## src/rtl/ema_pkg.sv

```systemverilog
// Shared widths, FSM state encoding and datapath control bundle for the EMA filter core.
package ema_pkg;

   localparam int unsigned DATA_W     = 16;
   localparam int unsigned SEL_W      = 8;
   localparam int unsigned COEF_W     = 16;
   localparam int unsigned ALPHA_FRAC = 6;

   localparam int unsigned DIFF_W     = DATA_W + 1;
   localparam int unsigned PROD_W     = DATA_W + 1 + ALPHA_FRAC + 1;
   localparam int unsigned ROUND_BIAS = 1 << (ALPHA_FRAC - 1);

   typedef enum logic [2:0] {
      IDLE,
      SUB,
      MUL,
      ACC,
      OUT
   } ema_state_t;

   typedef struct packed {
      logic load_x;
      logic sub_en;
      logic mul_en;
      logic acc_en;
   } ema_ctrl_t;

endpackage

```

## src/rtl/ema_step_dp.sv

```systemverilog
// EMA step datapath: x/y registers, difference, coefficient multiply and shift back to sample scale.
// Optional round-half-up before the shift when EMA_ROUND_EN is defined.
module ema_step_dp
   import ema_pkg::*;
(
   input  logic                  clk,
   input  logic                  rst,
   input  ema_ctrl_t             ctrl,
   input  logic                  primed,
   input  logic [DATA_W-1:0]     s_data,
   input  logic [ALPHA_FRAC-1:0] coef,
   output logic [DATA_W-1:0]     y_acc_c
);

   logic signed [DATA_W-1:0] x_r;
   logic signed [DATA_W-1:0] y_r;
   logic [ALPHA_FRAC-1:0]    coef_r;
   logic signed [DIFF_W-1:0] diff_r;
   logic signed [PROD_W-1:0] prod_r;
   logic signed [PROD_W-1:0] prod_rnd;
   logic signed [PROD_W-1:0] sum;

   // Pipeline registers, one stage enabled per FSM state
   always_ff @(posedge clk) begin
      if (rst) begin
         x_r    <= '0;
         y_r    <= '0;
         coef_r <= '0;
         diff_r <= '0;
         prod_r <= '0;
      end else begin
         if (ctrl.load_x) begin
            x_r <= s_data;
         end
         if (ctrl.sub_en) begin
            diff_r <= DIFF_W'(x_r) - DIFF_W'(y_r);
            coef_r <= coef;
         end
         if (ctrl.mul_en) begin
            prod_r <= PROD_W'(diff_r) * PROD_W'($signed({1'b0, coef_r}));
         end
         if (ctrl.acc_en) begin
            y_r <= y_acc_c;
         end
      end
   end

   // New y: first sample after priming loss is taken as-is
   always_comb begin
`ifdef EMA_ROUND_EN
      prod_rnd = prod_r + PROD_W'(ROUND_BIAS);
`else
      prod_rnd = prod_r;
`endif
      sum     = PROD_W'(y_r) + (prod_rnd >>> ALPHA_FRAC);
      y_acc_c = primed ? DATA_W'(sum) : x_r;
   end

endmodule

```

## src/rtl/ema_filter_core.sv

```systemverilog
// EMA filter core: valid/ready FSM around ema_step_dp, one sample in flight, LUT address latch.
// Define EMA_ROUND_EN for round-half-up instead of floor on the coefficient shift.
module ema_filter_core
   import ema_pkg::*;
(
   input  logic              clk,
   input  logic              rst,
   input  logic [SEL_W-1:0]  alpha_sel,
   input  logic              flush,
   output logic [SEL_W-1:0]  lut_addr,
   input  logic [COEF_W-1:0] lut_data,
   input  logic              s_valid,
   output logic              s_ready,
   input  logic [DATA_W-1:0] s_data,
   output logic              m_valid,
   input  logic              m_ready,
   output logic [DATA_W-1:0] m_data,
   output logic              busy
);

   ema_state_t        state;
   ema_state_t        state_n;
   ema_ctrl_t         ctrl_c;
   logic              accept_c;
   logic              primed;
   logic [DATA_W-1:0] y_acc_c;
   logic              unused_coef_hi;

   assign unused_coef_hi = ^lut_data[COEF_W-1:ALPHA_FRAC];

   assign s_ready  = (state == IDLE) && !rst;
   assign busy     = (state != IDLE);
   assign accept_c = s_valid && s_ready;

   always_ff @(posedge clk) begin
      if (rst) begin
         state <= IDLE;
      end else begin
         state <= state_n;
      end
   end

   always_comb begin
      state_n = state;
      ctrl_c  = '0;
      case (state)
         IDLE: begin
            if (accept_c) begin
               ctrl_c.load_x = 1'b1;
               state_n       = SUB;
            end
         end
         SUB: begin
            ctrl_c.sub_en = 1'b1;
            state_n       = MUL;
         end
         MUL: begin
            ctrl_c.mul_en = 1'b1;
            state_n       = ACC;
         end
         ACC: begin
            ctrl_c.acc_en = 1'b1;
            state_n       = OUT;
         end
         OUT: begin
            if (m_ready) begin
               state_n = IDLE;
            end
         end
         default: state_n = IDLE;
      endcase
   end

   // Output, LUT address and priming state; flush beats the ACC set of primed
   always_ff @(posedge clk) begin
      if (rst) begin
         m_valid  <= 1'b0;
         m_data   <= '0;
         lut_addr <= '0;
         primed   <= 1'b0;
      end else begin
         if (accept_c) begin
            lut_addr <= alpha_sel;
         end
         if (ctrl_c.acc_en) begin
            m_valid <= 1'b1;
            m_data  <= y_acc_c;
         end else if ((state == OUT) && m_ready) begin
            m_valid <= 1'b0;
         end
         if (flush) begin
            primed <= 1'b0;
         end else if (ctrl_c.acc_en) begin
            primed <= 1'b1;
         end
      end
   end

   ema_step_dp u_dp (
      .clk     (clk),
      .rst     (rst),
      .ctrl    (ctrl_c),
      .primed  (primed),
      .s_data  (s_data),
      .coef    (lut_data[ALPHA_FRAC-1:0]),
      .y_acc_c (y_acc_c)
   );

endmodule

```

## config.mk

```make
export PLATFORM = sky130hd
export DESIGN_NAME = ema_filter_core
export DESIGN_NICKNAME = d
export VERILOG_FILES = /design/src/rtl/ema_pkg.sv /design/src/rtl/ema_step_dp.sv /design/src/rtl/ema_filter_core.sv
export SDC_FILE = /design/constraint.sdc
export NUM_CORES = 1
export LEC_CHECK = 0
export ABC_CLOCK_PERIOD_IN_PS = 4800
export CORE_MARGIN = 2
export CORE_UTILIZATION = 50
export CTS_BUF_LIST = sky130_fd_sc_hd__clkbuf_16
export DETAILED_ROUTE_END_ITERATION = 10
export PLACE_DENSITY_LB_ADDON = 0.25
export SLEW_MARGIN = 40
export SYNTH_ARGS = -nofsm -noshare
export SYNTH_HDL_FRONTEND = slang
export SYNTH_SLANG_ARGS = --single-unit
export TNS_END_PERCENT = 30
```

## constraint.sdc

```tcl
create_clock -name clk -period 4.8 [get_ports clk]
set_clock_uncertainty 0.2 [all_clocks]
set_input_delay 0.96 -clock clk [delete_from_list [all_inputs] [get_ports clk]]
set_output_delay 0.96 -clock clk [all_outputs]
set_load 0.005 [all_outputs]
```

==> run metrics, run 1 <==
cell leakage power 4.421 nW; Hold WS 0.2518 ns; mux share of post-synthesis cell area 1.026%; Crit path required time 4.87 ns; Slew @ Worst Pin 0.8050 ns; Crit Path Class flop to flop; share of cells above drive strength 1 14.77%; Num CTS Buffers 9; Worst VDD drop 212.2 µV; synthesis-to-finish area growth 22.96%; Initial DRC Count 298; register area share after synthesis 21.55%; grt ovf 0; syn nets 1,131; Slew HR 46.26%; post-synthesis simple-gate area fraction 22.62%; CTS H-tree lvls 3; row count 45; Initial Util 51.34%; largest area contributor in the netlist dfxtp_1; num ports 72; die height 128.9 µm; dpl hpwl 13,640 µm; status completed; die width 128.9 µm; number of fill cells in the layout 1,269; Fmax 0.2092 GHz; Critical Path Sink Type flop; CTS Sinks 84; first-pass GRT wire length 30,550 µm; # diodes 0; mean routed wirelength per cell 15.08 µm; Min-Delay Path Class flop to flop; Hold Vio Cnt, Final 0; hold path depth 2; Power Total 2.106 mW; post-synth top area share 21.55%; Synth Area in Compound Gates 14.81%; fin nets 1,222; Die Area 16,630 µm²; DRC viols 0; multi-input logic area 5842 µm²; Period Utilization, post-route 99.61%; Adder-Cell Fraction of Synth Area 28.73%; synth top area cells dfxtp_1 22%, fa_1 17%, ha_1 12%; largest net degree at the start of global routing 62; Pre-Repair DR Iteration Count 4; non-filler cells, final 1,231; Worst Path Max Fanout 5; clk_lat worst skew 0.35 ns; Post-synth EDFFs 0; routed via count 6,566; Synth cell types 61; Reg2Reg Depth 17; clk buf depth 2; vias per cell 5.334; Slew Viols, Final 0; CTS tree yes; Mapped Cells 947; core area 15,200 µm²; CP Launch Type flop; largest family of logic cells by synthesized area adder cells; Reg clk slew, reported paths 0.07 ns; RSZ-0062 raised after global routing yes; Routed Antenna Nets 0; vias in the first global route 6,382; clock root buffer clkbuf_16; initial antenna violation count 0; Mapped Area 7805 µm²; min Tclk post-route 4.781 ns; XOR/XNOR share of the synthesized area 3.703%; Max-cap violations 0; ys flop type dfxtp_1; Setup Viol. Count Final 0; I/O Buffers 61; storage element area 1705 µm²; Final Util 63.13%; GRT Overall Usage 22.73%; placed cell count 1,206; number of synthesis warnings 0; Placer Congestion 0.8822; Avg Cell Area, Syn 8.242 µm²; Routed WL 18,560 µm; pwr/cell area 219.5 nW/µm²; FF+latch count, synth 84; ys async rst share 0%; Critical Path AT 4.85 ns
-- repair_timing --
action	in CTS	in global routing
setup endpoints to repair	9	12
hold buffers	0	0
resized for setup	19	74
pin swaps	16	60
cloned	0	0
buffers inserted	2	8
-- area by class of cell --
type                            instances  share of cell area [%]
Sequential cell                        84                   17.77
Clock buffer                            9                   2.347
Clock inverter                          7                  0.5867
Multi-Input combinational cell        706                   60.87
Timing Repair Buffer                  122                   11.47
Tap cell                              188                   2.451
Inverter                              115                   4.498
-- worst max-delay path, cell delays in order (launching register included) --
cell and delay [ns]:
dfxtp_4 0.37, and2_4 0.16, fa_1 0.55, fa_1 0.44, fa_1 0.50, inv_1 0.06, fa_1 0.55, inv_1 0.08
ha_2 0.21, a211oi_4 0.27, buf_4 0.16, and4_4 0.24, o41ai_4 0.08, buf_6 0.14, a311oi_4 0.29, xnor2_1 0.16
nand2_1 0.09, a21oi_2 0.16
-- metal layers --
metal | part of all wire [%] | wire (µm) | up-vias | global-route usage, %
li1 | - | - | 3323 | -
met1 | 48 | 8829 | 3103 | 31.85
met2 | 48 | 8826 | 119 | 37.22
met3 | 3.6 | 666 | 21 | 3.909
met4 | 1.3 | 237 | 0 | 4.668
met5 | 0 | 0 | - | 0
-- final timing paths --
kind                  start              end  slack, ns
min             lut_addr[3]      lut_addr[3]       0.25
max reg2reg  u_dp.diff_r[7]  u_dp.prod_r[20]       0.02
max          u_dp.diff_r[7]  u_dp.prod_r[20]       0.02
min reg2reg     lut_addr[3]      lut_addr[3]       0.25
-- per-stage QoR --
stage | worst slack [ns] | instance area [µm²] | setup TNS, ns
6_report | 0.01885 | 9597 | 0
4_1_cts | -0.1743 | 9264 | -0.2162
5_1_grt | -0.1241 | 9597 | -0.5232
2_1_floorplan | 0.001815 | 7820 | 0
3_3_place_gp | -0.2159 | 8886 | -1.045
3_5_place_dp | -0.2345 | 8897 | -1.089
-- cell usage in the layout (no fill, tap or decap), types with 7 or more instances in the layout --
master and instances:
a211oi_1 20, a21o_1 11, a21oi_1 49, and2_1 73, and2_4 12, and3_1 7, buf_4 51, buf_6 10
clkbuf_16 9, clkdlybuf4s50_1 60, dfxtp_1 77, fa_1 62, ha_1 60, ha_4 9, inv_1 101, inv_2 14
mux2i_1 8, nand2_1 131, nand3_1 31, nor2_1 45, nor2b_1 7, nor3_1 17, o21a_1 11, o21ai_0 19
or3_1 10, xnor2_1 24
-- flip-flops by register name, summed over array words and instances, names as in the netlist --
signal / cells
u_dp.diff_r: 17
u_dp.prod_r: 16
u_dp.x_r: 16
u_dp.y_r: 16
lut_addr: 8
u_dp.coef_r: 6
state: 3
m_valid: 1
primed: 1
-- power by group --
| part | leakage [nW] | switching [mW] | internal (mW) |
|---|---|---|---|
| registers | 0.689 | 0.0643 | 0.749 |
| logic | 3.59 | 0.320 | 0.296 |
| clock network | 0.139 | 0.317 | 0.359 |
-- Yosys cell counts (2+ instances only) --
cell type and n:
a31oi_1 8, a221oi_1 3, fa_1 67, o21a_1 11
nand3b_1 6, a2111oi_0 3, xnor2_1 27, mux2i_1 8
a22o_1 2, nand2_1 131, and4_1 3, o31ai_1 6
a221o_1 2, o211ai_1 3, buf_1 3, ha_1 72
a21oi_1 52, nand4_1 3, clkbuf_1 38, or3_1 10
dfxtp_1 84, nor3_1 19, xor2_1 6, nor2_1 45
a211o_1 5, a21boi_0 2, inv_1 115, nor2b_1 7
a21o_1 11, and3_1 7, a211oi_1 21, a311o_1 2
nand3_1 32, nand2b_1 3, and2_1 84, o21ai_0 21
-- cell families (layout without fill, tap and decap cells) --
| group | Yosys count | count (layout) |
|---|---|---|
| and+or+nand+nor | 358 | 358 |
| AOI/OAI and AO/OA | 168 | 168 |
| buffers and inverters | 157 | 253 |
| adders and majority gates | 139 | 139 |
| DFF | 84 | 84 |
| xor gates and xnor gates | 33 | 33 |
| muxes | 8 | 8 |
Note: power is estimated with default switching activity, not from simulation.
==> run 2: changes to the inputs <==
Settings changed: PLACE_DENSITY_LB_ADDON 0.25 to 0.3.
==> run metrics, run 2 (synthesis gave the netlist of run 1 again) <==
status complete, but fails checks; failing checks setup timing; Pre-Repair DR Iteration Count 5; setup slack after layout -0.06091 ns; die width 128.9 µm; Hold Vio Cnt, Final 0; Setup Viol. Count Final 3; Routed WL 18,440 µm; I/O Buffers 61; Crit Path Class flop to flop; Place WS -0.2199 ns; CP Launch Type flop; Crit path required time 4.87 ns; vias per cell 5.355; Die Area 16,630 µm²; num ports 72; combinational share of power 27.7%; Cell Area, Placed 8917 µm²; Initial DRC Count 265; clk_lat worst skew 0.35 ns; part of the power in registers 37.2%; Net Switching 0.6822 mW; Min-Delay Path Class flop to flop; RSZ-0062 raised after global routing yes; CTS tree yes; internal power 1.499 mW; Placer Congestion 0.8829; Worst VDD drop 275.9 µV; max reg flops 17; core area 15,200 µm²; fin nets 1,228; number of fill cells in the layout 1,258; crit path max-delay cell type fa_1; DRC viols 0; Crit path max-delay family adder cells; Critical Path Sink Type flop; Critical Path AT 4.94 ns; CTS H-tree lvls 3; setup_tns -0.1300 ns; Slew @ Worst Pin 0.7827 ns; crit-path max cell delay 0.54 ns; Power Total 2.182 mW; Routed Antenna Nets 0; Reg clk slew, reported paths 0.07 ns; Max-cap violations 0; die height 128.9 µm; routed via count 6,624; Num CTS Buffers 9; row count 45; Worst Path Max Fanout 7; clock share of power 35.1%; dpl hpwl 13,790 µm; grt ovf 0; commonest non-fill, non-tap cell in the layout nand2_1; Slew HR 47.75%; CP Cell Sequence buf_4 -> buf_6 -> and2_4 -> fa_1 -> fa_1 -> fa_1 -> inv_2 -> fa_1 -> inv_2 -> ha_4 -> a21o_1 -> a21oi_4 -> o21ba_4 -> o41ai_4 -> buf_4 -> buf_4 -> a31oi_2 -> xnor2_1 -> nand2_1 -> a21oi_1; most frequent cell on the critical path fa_1; vias in the first global route 6,552; Finished Cell Area 9638 µm²; largest net degree at the start of global routing 51; cts hold-fix bufs 0; pwr/cell area 226.4 nW/µm²; Slew Viols, Final 0; synthesis-to-finish area growth 23.49%; clk buf depth 2; initial antenna violation count 0; Fmax 0.2057 GHz; first-pass GRT wire length 31,470 µm; cell leakage power 4.448 nW; Worst R2R Setup Slack -0.06 ns; clock root buffer clkbuf_16; Initial Util 51.34%; min Tclk post-route 4.861 ns; Final Util 63.40%; share of cells above drive strength 1 15.06%; Largest Register u_dp.diff_r; Sw Ratio 31.27%; # diodes 0; GRT Overall Usage 23.40%; mean routed wirelength per cell 14.91 µm; Worst Path Buf+Inv 6; Period Utilization, post-route 101.3%; CTS Sinks 84; most frequent cells in the layout 130 x nand2_1, 101 x inv_1, 78 x dfxtp_1
==> run 2: cell count changes in the layout (fill, tap and decap cells not counted), sizes merged <==
cell	change
buf	+6
inv	-4
clkinv	+2
bufinv	+2
==> run 2: cell type report <==
class | count | area, µm² | share of cell area [%]
Clock buffer | 9 | 225.2 | 2.337
Tap cell | 188 | 235.2 | 2.441
Inverter | 115 | 431.7 | 4.479
Sequential cell | 84 | 1699 | 17.63
Multi-Input combinational cell | 706 | 5827 | 60.46
Clock inverter | 7 | 100.1 | 1.039
Timing Repair Buffer | 128 | 1120 | 11.62
==> run 2: worst paths after layout <==
check                 startpoint  cells after the start               to
hold / removal       lut_addr[7]                      2      lut_addr[7]
setup reg to reg  u_dp.coef_r[1]                     20  u_dp.prod_r[18]
setup / recovery  u_dp.coef_r[1]                     20  u_dp.prod_r[18]
hold reg to reg      lut_addr[7]                      2      lut_addr[7]
==> run 2: per-layer routing <==
| metal | vias up | global-route usage (%) | wire length [µm] |
|---|---|---|---|
| li1 | 3351 | - | - |
| met1 | 3143 | 32.48 | 8592 |
| met2 | 122 | 38.34 | 8893 |
| met3 | 8 | 4.200 | 829 |
| met4 | 0 | 5.179 | 128 |
| met5 | - | 0 | 0 |
==> run 2: worst reg2reg max path: cells and delay by family (launching register included) <==
family	cells	cell delay, ns
AO/OA/AOI/OAI	6	1.01
AND/OR/NAND/NOR	2	0.20
flip-flops	1	0.37
adder cells (fa/ha/maj)	5	2.21
buffers and inverters	6	0.65
XOR/XNOR	1	0.15
==> run 2: what timing repair did <==
item	in CTS	in global routing
setup buffers	7	6
pin swaps	25	55
setup endpoints to repair	9	13
resized for setup	25	57
==> run 2: power groups by stage <==
stage                     combinational [mW]  sequential [mW]  clock, mW
final                                  0.604            0.812      0.766
after global routing                   0.677            0.819      0.806
after CTS                              0.590            0.809      0.777
after detailed placement               0.578            0.825          0
after global placement                 0.572            0.823          0
after floorplan                        0.395            0.801          0
==> run 2: through the flow <==
step | std cells | hold WS [ns]
floorplan | 947 | 0.2356
global placement | 1209 | 0.2403
detailed placement | 1209 | 0.2461
CTS | 1232 | 0.2552
global route | 1237 | 0.2673
finish | 1237 | 0.2543
==> run 3: changes to the inputs <==
Settings changed: CORE_UTILIZATION 50 to 30, SETUP_SLACK_MARGIN from default to 0.5.
==> run metrics, run 3 (synthesis gave the netlist of run 1 again) <==
status complete, but fails checks; failing checks setup timing; Routed WL 19,280 µm; pwr/cell area 222.4 nW/µm²; Initial DRC Count 254; I/O Buffers 61; RSZ-0062 raised after global routing yes; CP Launch Type flop; dpl hpwl 14,590 µm; setup slack after layout -0.01056 ns; most frequent cells in the layout 131 x nand2_1, 106 x inv_1, 73 x and2_1, 73 x dfxtp_1, 65 x fa_1; fin nets 1,213; Worst VDD drop 171.1 µV; Largest Register u_dp.diff_r; multi-input logic area 5829 µm²; routed via count 6,462; max reg flops 17; Die Area 27,320 µm²; core area 25,760 µm²; DRC viols 0; clk buf depth 2; Critical Path AT 4.89 ns; Pre-Repair DR Iteration Count 4; Power Total 2.159 mW; clk_lat worst skew 0.35 ns; Slew Viols, Final 0; num ports 72; Fmax 0.2079 GHz; cell leakage power 4.395 nW; Reg clk slew, reported paths 0.06 ns; vias in the first global route 6,533; Finished Cell Area 9706 µm²; CTS Sinks 84; Hold Vio Cnt, Final 0; Period Utilization, post-route 100.2%; Num CTS Buffers 9; mean routed wirelength per cell 14.08 µm; Critical Path Sink Type flop; Initial Util 30.29%; largest net degree at the start of global routing 62; Crit Path Class flop to flop; number of fill cells in the layout 2,629; Placer Congestion 0.7986; row count 59; non-filler cells, final 1,369; Slew HR 44.80%; initial antenna violation count 0; Worst Path Max Fanout 6; min Tclk post-route 4.811 ns; Crit path required time 4.88 ns; GRT Overall Usage 14.75%; share of cells above drive strength 1 13.35%; clock root buffer clkbuf_16; Cell Area, Placed 9050 µm²; storage element area 1703 µm²; grt ovf 0; vias per cell 4.720; CTS tree yes; cts hold-fix bufs 0; die width 165.3 µm; commonest non-fill, non-tap cell in the layout nand2_1; Slew @ Worst Pin 0.8261 ns; Max-cap violations 0; die height 165.3 µm; Routed Antenna Nets 0; synthesis-to-finish area growth 24.35%; Setup Viol. Count Final 1; placed cell count 1,334; CTS H-tree lvls 3; Min-Delay Path Class flop to flop; first-pass GRT wire length 32,370 µm; Place WS -0.04286 ns; # diodes 0
## run 3: cell count changes in the layout (fill, tap and decap cells not counted), moves of 4 or more
cell	delta
buf_4	-17
inv_1	+5
fa_2	-4
dfxtp_1	-5
inv_2	-4
fa_1	+4
dfxtp_2	+6
## run 3: routing by layer
layer | GRT usage (%) | vias up | routed length [µm] | part of all wire [%]
li1 | - | 3321 | - | -
met1 | 20.20 | 3055 | 9534 | 49
met2 | 24.53 | 78 | 8973 | 47
met3 | 2.223 | 8 | 601 | 3.1
met4 | 3.448 | 0 | 170 | 0.88
met5 | 0 | - | 0 | 0
## run 3: worst max-delay path, cell delays in order, from the launching register on
cell	delay (ns)
dfxtp_4	0.37
buf_6	0.14
and2_4	0.13
fa_1	0.56
fa_1	0.45
fa_1	0.50
inv_1	0.05
fa_1	0.50
inv_2	0.05
ha_4	0.29
o211ai_1	0.13
o21ai_2	0.20
a31oi_4	0.13
o41ai_4	0.23
buf_6	0.17
buf_6	0.10
a31oi_4	0.09
o21ai_1	0.15
nand3_1	0.11
a21oi_2	0.18
## run 3: what timing repair did
action / in CTS / in global routing
cloned: 0 / 0
buffers inserted: 3 / 16
hold endpoints to repair: 0 / 0
resized for setup: 9 / 47
setup endpoints to repair: 15 / 16
pin swaps: 4 / 55
## run 3: final timing paths
kind	cells after the start	slack, ns	startpoint	endpoint
max	19	-0.01	u_dp.coef_r[1]	u_dp.prod_r[19]
min	2	0.25	lut_addr[6]	lut_addr[6]
max reg2reg	19	-0.01	u_dp.coef_r[1]	u_dp.prod_r[19]
min reg2reg	2	0.25	lut_addr[6]	lut_addr[6]
## run 3: cell type report
| type | instances | share of cell area [%] |
|---|---|---|
| flip-flops and latches | 84 | 17.55 |
| inverters | 115 | 4.448 |
| repair buffers | 113 | 10.46 |
| well taps | 335 | 4.319 |
| clock buffers | 9 | 2.320 |
| clock inverters | 7 | 0.8508 |
| multi-input cells | 706 | 60.06 |
## run 3: through the flow
step | util (%) | TNS, ns | hold WS (ns)
after floorplan | - | 0 | 0.2356
after global placement | 35.12 | -0.07252 | 0.2404
after detailed placement | 35.13 | -0.04313 | 0.2460
after CTS | 36.53 | 0 | 0.2546
after global routing | 37.67 | -0.8057 | 0.2696
final | 37.67 | -0.01056 | 0.2507
## run 3: where the power goes
part | switching (mW) | internal, mW
Clock | 0.294 | 0.450
Combinational | 0.307 | 0.286
Sequential | 0.0706 | 0.751
Total | 0.672 | 1.49
==> patch 1, RTL diff (flow settings as in run 1) <==
Reset style: asynchronous (`rst`), changed in 3 clocked blocks.
--- a/src/rtl/ema_step_dp.sv
+++ b/src/rtl/ema_step_dp.sv
@@ -21,7 +21,7 @@
    logic signed [PROD_W-1:0] sum;
 
    // Pipeline registers, one stage enabled per FSM state
-   always_ff @(posedge clk) begin
+   always_ff @(posedge clk or posedge rst) begin
       if (rst) begin
          x_r    <= '0;
          y_r    <= '0;
--- a/src/rtl/ema_filter_core.sv
+++ b/src/rtl/ema_filter_core.sv
@@ -32,7 +32,7 @@
    assign busy     = (state != IDLE);
    assign accept_c = s_valid && s_ready;
 
-   always_ff @(posedge clk) begin
+   always_ff @(posedge clk or posedge rst) begin
       if (rst) begin
          state <= IDLE;
       end else begin
@@ -72,7 +72,7 @@
    end
 
    // Output, LUT address and priming state; flush beats the ACC set of primed
-   always_ff @(posedge clk) begin
+   always_ff @(posedge clk or posedge rst) begin
       if (rst) begin
          m_valid  <= 1'b0;
          m_data   <= '0;
Formal check against the unedited RTL: differs if rst is asserted again (counterexample within 4 cycles, from zero or initial values and one cycle with rst high); with rst held inactive, the same outputs for 4 cycles.
==> patch 1 against run 1 <==
  * The run now ends with negative setup slack left
  * Final area grew 1.3%
  * Synthesized area grew 0.66%
  * Worst hold slack gained 52 ps
  * Global-route usage shrank 0.40 points
  * Via count shrank 8.8%
  * Fmax shrank 3.1%
  * Cell count shrank 4.5%
  * Worst setup slack lost 150 ps
  * Sequential cell count is the same
  * Routed wire length shrank 8.6%
Power is not shown: default switching activity piles up to over one toggle a cycle in this logic, so the estimate is an artifact.
==> patch 1: results (changes against run 1) <==
timing:
  setup_viol: 9  # was 0
  hold_worst_slack_ps: 304.0  # was 251.8 ps
  layout_setup_ws_ps: -132.1  # was 18.85 ps
routing:
  detailed_routed_wire_length_on_met3_um: 629  # was 666 um
  met2RoutedLength_mm: 7.622  # was 8.826 mm
  drt_first_iter_violations: 323  # was 298
  routed-via-count: 5991  # was 6566
yosys:
  synth.avg_cell_area_sq_um: 9.364  # was 8.242 sq um
  postSynth.topFlopCell: "sky130_fd_sc_hd__dfrtp_1"  # was sky130_fd_sc_hd__dfxtp_1
  synthMuxAreaShare_pct: 5.861  # was 1.026%
  synthAdderAreaFrac_pct: 28.54  # was 28.73%
  post_synth_main_area_contributors: "sky130_fd_sc_hd__dfrtp_1 (27%), sky130_fd_sc_hd__fa_1 (17%), sky130_fd_sc_hd__ha_1 (11%)"  # was sky130_fd_sc_hd__dfxtp_1 (22%), sky130_fd_sc_hd__fa_1 (17%), sky130_fd_sc_hd__ha_1 (12%)
  mappedNetlistNets: 1023  # was 1131
  xor_and_xnor_fraction_of_the_mapped_netlist_area_pct: 4.348  # was 3.703%
  synth_sequential_area_ratio_pct: 26.76  # was 21.55%
setup_path:
  worst_ep_arrival_time_ps: 4940  # was 4850 ps
  ff2ff_path_depth: 19  # was 17
  critical_path.startpoint: "u_dp.coef_r[1]"  # was u_dp.diff_r[7]
  r2r_slack_ps: -130  # was 20 ps
  worst_r2r_endpoint: "u_dp.prod_r[17]"  # was u_dp.prod_r[20]
clock_tree:
  cts.repair.resized: 14  # was 19
  postCtsSetupRepairBufs: 6  # was 2
global_routing:
  grt_start_max_net_pins: 49  # was 62
  groute.usage.overall_pct: 22.33  # was 22.73%
  first_global_vias: 6240  # was 6382
  groute.layer.met3.usage_pct: 3.922  # was 3.909%
  grt_util_met1_pct: 31.65  # was 31.85%
final_layout:
  fraction_of_layout_instances_using_a_drive_strength_above_1_pct: 16.18  # was 14.77%
placement:
  placement.setup.worst_slack_ps: -359.1  # was -234.5 ps
  placed_cells: 1150  # was 1206
  dpl-instance-area_sq_mm: 0.009191  # was 0.008897 sq mm
run_status:
  violations: "negative setup slack"
  status: "finished, violations left"  # was finished, final reports clean
[patch 1: changes by cell type after synthesis, moves of 17 or more]
cell | before | now
sky130_fd_sc_hd__nand2_1 | 131 | 84
sky130_fd_sc_hd__mux2_2 | 0 | 32
sky130_fd_sc_hd__a21oi_1 | 52 | 32
sky130_fd_sc_hd__o21ai_0 | 21 | 49
sky130_fd_sc_hd__a211oi_1 | 21 | 4
sky130_fd_sc_hd__nor2_1 | 45 | 27
sky130_fd_sc_hd__dfxtp_1 | 84 | 0
sky130_fd_sc_hd__nand3_1 | 32 | 11
sky130_fd_sc_hd__dfrtp_1 | 0 | 84
[patch 1: worst max-delay path, stage by stage, from the launching register on]
cell and delay, ps:
sky130_fd_sc_hd__dfrtp_2 440, sky130_fd_sc_hd__and2_4 170, sky130_fd_sc_hd__fa_1 540, sky130_fd_sc_hd__inv_2 40, sky130_fd_sc_hd__fa_1 480, sky130_fd_sc_hd__inv_1 50
sky130_fd_sc_hd__fa_1 490, sky130_fd_sc_hd__inv_1 60, sky130_fd_sc_hd__fa_1 500, sky130_fd_sc_hd__inv_2 50, sky130_fd_sc_hd__ha_4 210, sky130_fd_sc_hd__o21a_1 120
sky130_fd_sc_hd__o211a_1 200, sky130_fd_sc_hd__a221o_1 340, sky130_fd_sc_hd__a41oi_2 200, sky130_fd_sc_hd__buf_4 170, sky130_fd_sc_hd__o21bai_4 60, sky130_fd_sc_hd__a31o_4 260
sky130_fd_sc_hd__xnor2_2 130, sky130_fd_sc_hd__o21ai_1 70
[patch 1: area by class of cell]
type                    instances  area, sq um
clock buffers                   9        225.2
clock inverters                 7        140.1
fillers                      1250         5539
inverters                     113        429.2
multi-input cells             616         5381
flip-flops and latches         84         2106
well taps                     211        264.0
repair buffers                135         1174
==> patch 2, RTL diff (flow settings as in run 1) <==
Made on the original files. Build with the macro `EMA_ROUND_EN` defined.
--- a/src/rtl/ema_step_dp.sv
+++ b/src/rtl/ema_step_dp.sv
@@ -1,5 +1,7 @@
 // EMA step datapath: x/y registers, difference, coefficient multiply and shift back to sample scale.
 // Optional round-half-up before the shift when EMA_ROUND_EN is defined.
+`define EMA_ROUND_EN
+
 module ema_step_dp
    import ema_pkg::*;
 (
Function: changed (Yosys sat finds a counterexample within 10 cycles, from zero or initial values and one cycle with rst high).
==> patch 2 against run 1 <==
  * The flow now finishes with violations (negative setup slack)
  * Sequential cell count up 1
  * Count of clock-buffer cells in the layout stayed put
  * Worst setup slack got worse by 120 ps
  * Routed wire length grew 4.5%
  * Fmax down 2.5%
  * Synthesized area up 3.0%
  * Final area is 2.0% higher
  * Power increased by 1.2%
  * Sequential share of layout area decreased by 0.27 points
  * Critical path depth increased by 2
  * Global-route usage grew 1.5 points
  * Synthesized cell count is 2.7% higher
==> patch 2: results (changes against run 1) <==
setup_path:
  ff2ff_path_depth: 19  # was 17
  crit_path_max_fanout: 6  # was 5
  critical_path.startpoint: "u_dp.coef_r[2]"  # was u_dp.diff_r[7]
yosys:
  post_synth_main_area_contributors: "sky130_fd_sc_hd__dfxtp_1 (21%), sky130_fd_sc_hd__fa_1 (17%), sky130_fd_sc_hd__ha_1 (11%)"  # was sky130_fd_sc_hd__dfxtp_1 (22%), sky130_fd_sc_hd__fa_1 (17%), sky130_fd_sc_hd__ha_1 (12%)
  synth.cells.most_frequent: "sky130_fd_sc_hd__nand2_1 (144), sky130_fd_sc_hd__inv_1 (106), sky130_fd_sc_hd__dfxtp_1 (85), sky130_fd_sc_hd__and2_1 (81), sky130_fd_sc_hd__ha_1 (73)"  # was sky130_fd_sc_hd__nand2_1 (131), sky130_fd_sc_hd__inv_1 (115), sky130_fd_sc_hd__and2_1 (84), sky130_fd_sc_hd__dfxtp_1 (84), sky130_fd_sc_hd__ha_1 (72)
  synth_cell_type_count: 63  # was 61
  synth.avg_cell_area_sq_um: 8.261  # was 8.242 sq um
  mappedNetlistNets: 1158  # was 1131
  synth_sequential_area_ratio_pct: 21.17  # was 21.55%
  ys.warnings.count: 0  # unchanged
timing:
  setup_total_negative_slack_ps: -173.0  # was 0 ps
  setup_viol: 2  # was 0
  layout_setup_ws_ps: -104.9  # was 18.85 ps
  hold_worst_slack_ps: 252.4  # was 251.8 ps
  worst-slew-pin-transition_ps: 855.7  # was 805.0 ps
run_status:
  violations: "negative setup slack"
  status: "finished, violations left"  # was finished, final reports clean
global_routing:
  grt_util_met1_pct: 33.63  # was 31.85%
  groute.layer.met3.usage_pct: 3.217  # was 3.909%
  first_global_vias: 6831  # was 6382
  groute.usage.overall_pct: 24.23  # was 22.73%
  grt_first_pass_wirelength_mm: 32.86  # was 30.55 mm
  grt_start_max_net_pins: 69  # was 62
  globalRouteMet2Util_pct: 40.29  # was 37.22%
placement:
  globalplace.congestion: 0.8574  # was 0.8822
  placed_cells: 1273  # was 1206
  placement.setup.worst_slack_ps: -274.2  # was -234.5 ps
  dpl-instance-area_sq_mm: 0.009320  # was 0.008897 sq mm
  post-dp-hpwl_mm: 14.23  # was 13.64 mm
min_path:
  hold-path-cell-count: 2  # unchanged
  holdPathEnd: "lut_addr[0]"  # was lut_addr[3]
  worst_hold_startpoint: "lut_addr[0]"  # was lut_addr[3]
routing:
  avgViaCountPerCell: 5.254  # was 5.334
  drt_first_iter_violations: 281  # was 298
  postRouteWirelength_mm: 19.39  # was 18.56 mm
  route.detailed.wl_per_inst_um: 14.95  # was 15.08 um
  met2RoutedLength_mm: 9.072  # was 8.826 mm
  detailed_routed_wire_length_on_met3_um: 648  # was 666 um
  routed_length_on_met1_mm: 9.421  # was 8.829 mm
clock_tree:
  ctsHoldBuffers: 0  # unchanged
  htree_num_levels: 3  # unchanged
final_layout:
  nets: 1261  # was 1222
  fraction_of_layout_instances_using_a_drive_strength_above_1_pct: 12.67  # was 14.77%
pwr:
  peakVddDrop_uv: 197.8  # was 212.2 uV
  power.static_leakage_uw: 0.004426  # was 0.004421 uW
[patch 2: cells by family after synthesis]
family,share of synthesized area (%)
AO/OA/AOI/OAI,13.11
XOR/XNOR,6.429
flip-flops,21.17
AND/OR/NAND/NOR,23.10
adder cells (fa/ha/maj),28.05
buffers and inverters,7.005
multiplexers,1.136
[patch 2: report_power, final]
part,leakage (uW),switching (uW),internal [uW]
combinational,0.00359,319,287
clock,0.000145,302,396
sequential,0.000695,68.8,758
[patch 2: layout make-up]
type / count / area [sq um]
clock buffers: 9 / 225.2
clock inverters: 7 / 58.81
fillers: 1418 / 5982
inverters: 108 / 405.4
multi-input cells: 739 / 5946
flip-flops and latches: 85 / 1713
well taps: 216 / 270.3
repair buffers: 133 / 1170
[patch 2: worst max-delay path, stage by stage, from the launching register on]
cell,delay [ps]
sky130_fd_sc_hd__dfxtp_4,380
sky130_fd_sc_hd__buf_6,140
sky130_fd_sc_hd__and2_4,130
sky130_fd_sc_hd__fa_1,480
sky130_fd_sc_hd__inv_1,50
sky130_fd_sc_hd__fa_1,470
sky130_fd_sc_hd__inv_1,50
sky130_fd_sc_hd__fa_1,480
sky130_fd_sc_hd__inv_1,50
sky130_fd_sc_hd__fa_1,490
sky130_fd_sc_hd__inv_2,50
sky130_fd_sc_hd__ha_4,260
sky130_fd_sc_hd__o21a_1,110
sky130_fd_sc_hd__nor2_2,50
sky130_fd_sc_hd__a211o_1,330
sky130_fd_sc_hd__o2111ai_4,270
sky130_fd_sc_hd__a211oi_4,110
sky130_fd_sc_hd__o31ai_4,330
sky130_fd_sc_hd__nor4b_2,80
sky130_fd_sc_hd__a311o_1,290
[patch 2: what timing repair did]
action	4_1_cts	5_1_grt
pin swaps	42	6
endpoints found under the hold margin	0	0
gates resized for setup	34	6
setup endpoints to repair	4	10
cloned	0	0
buffers inserted	7	1
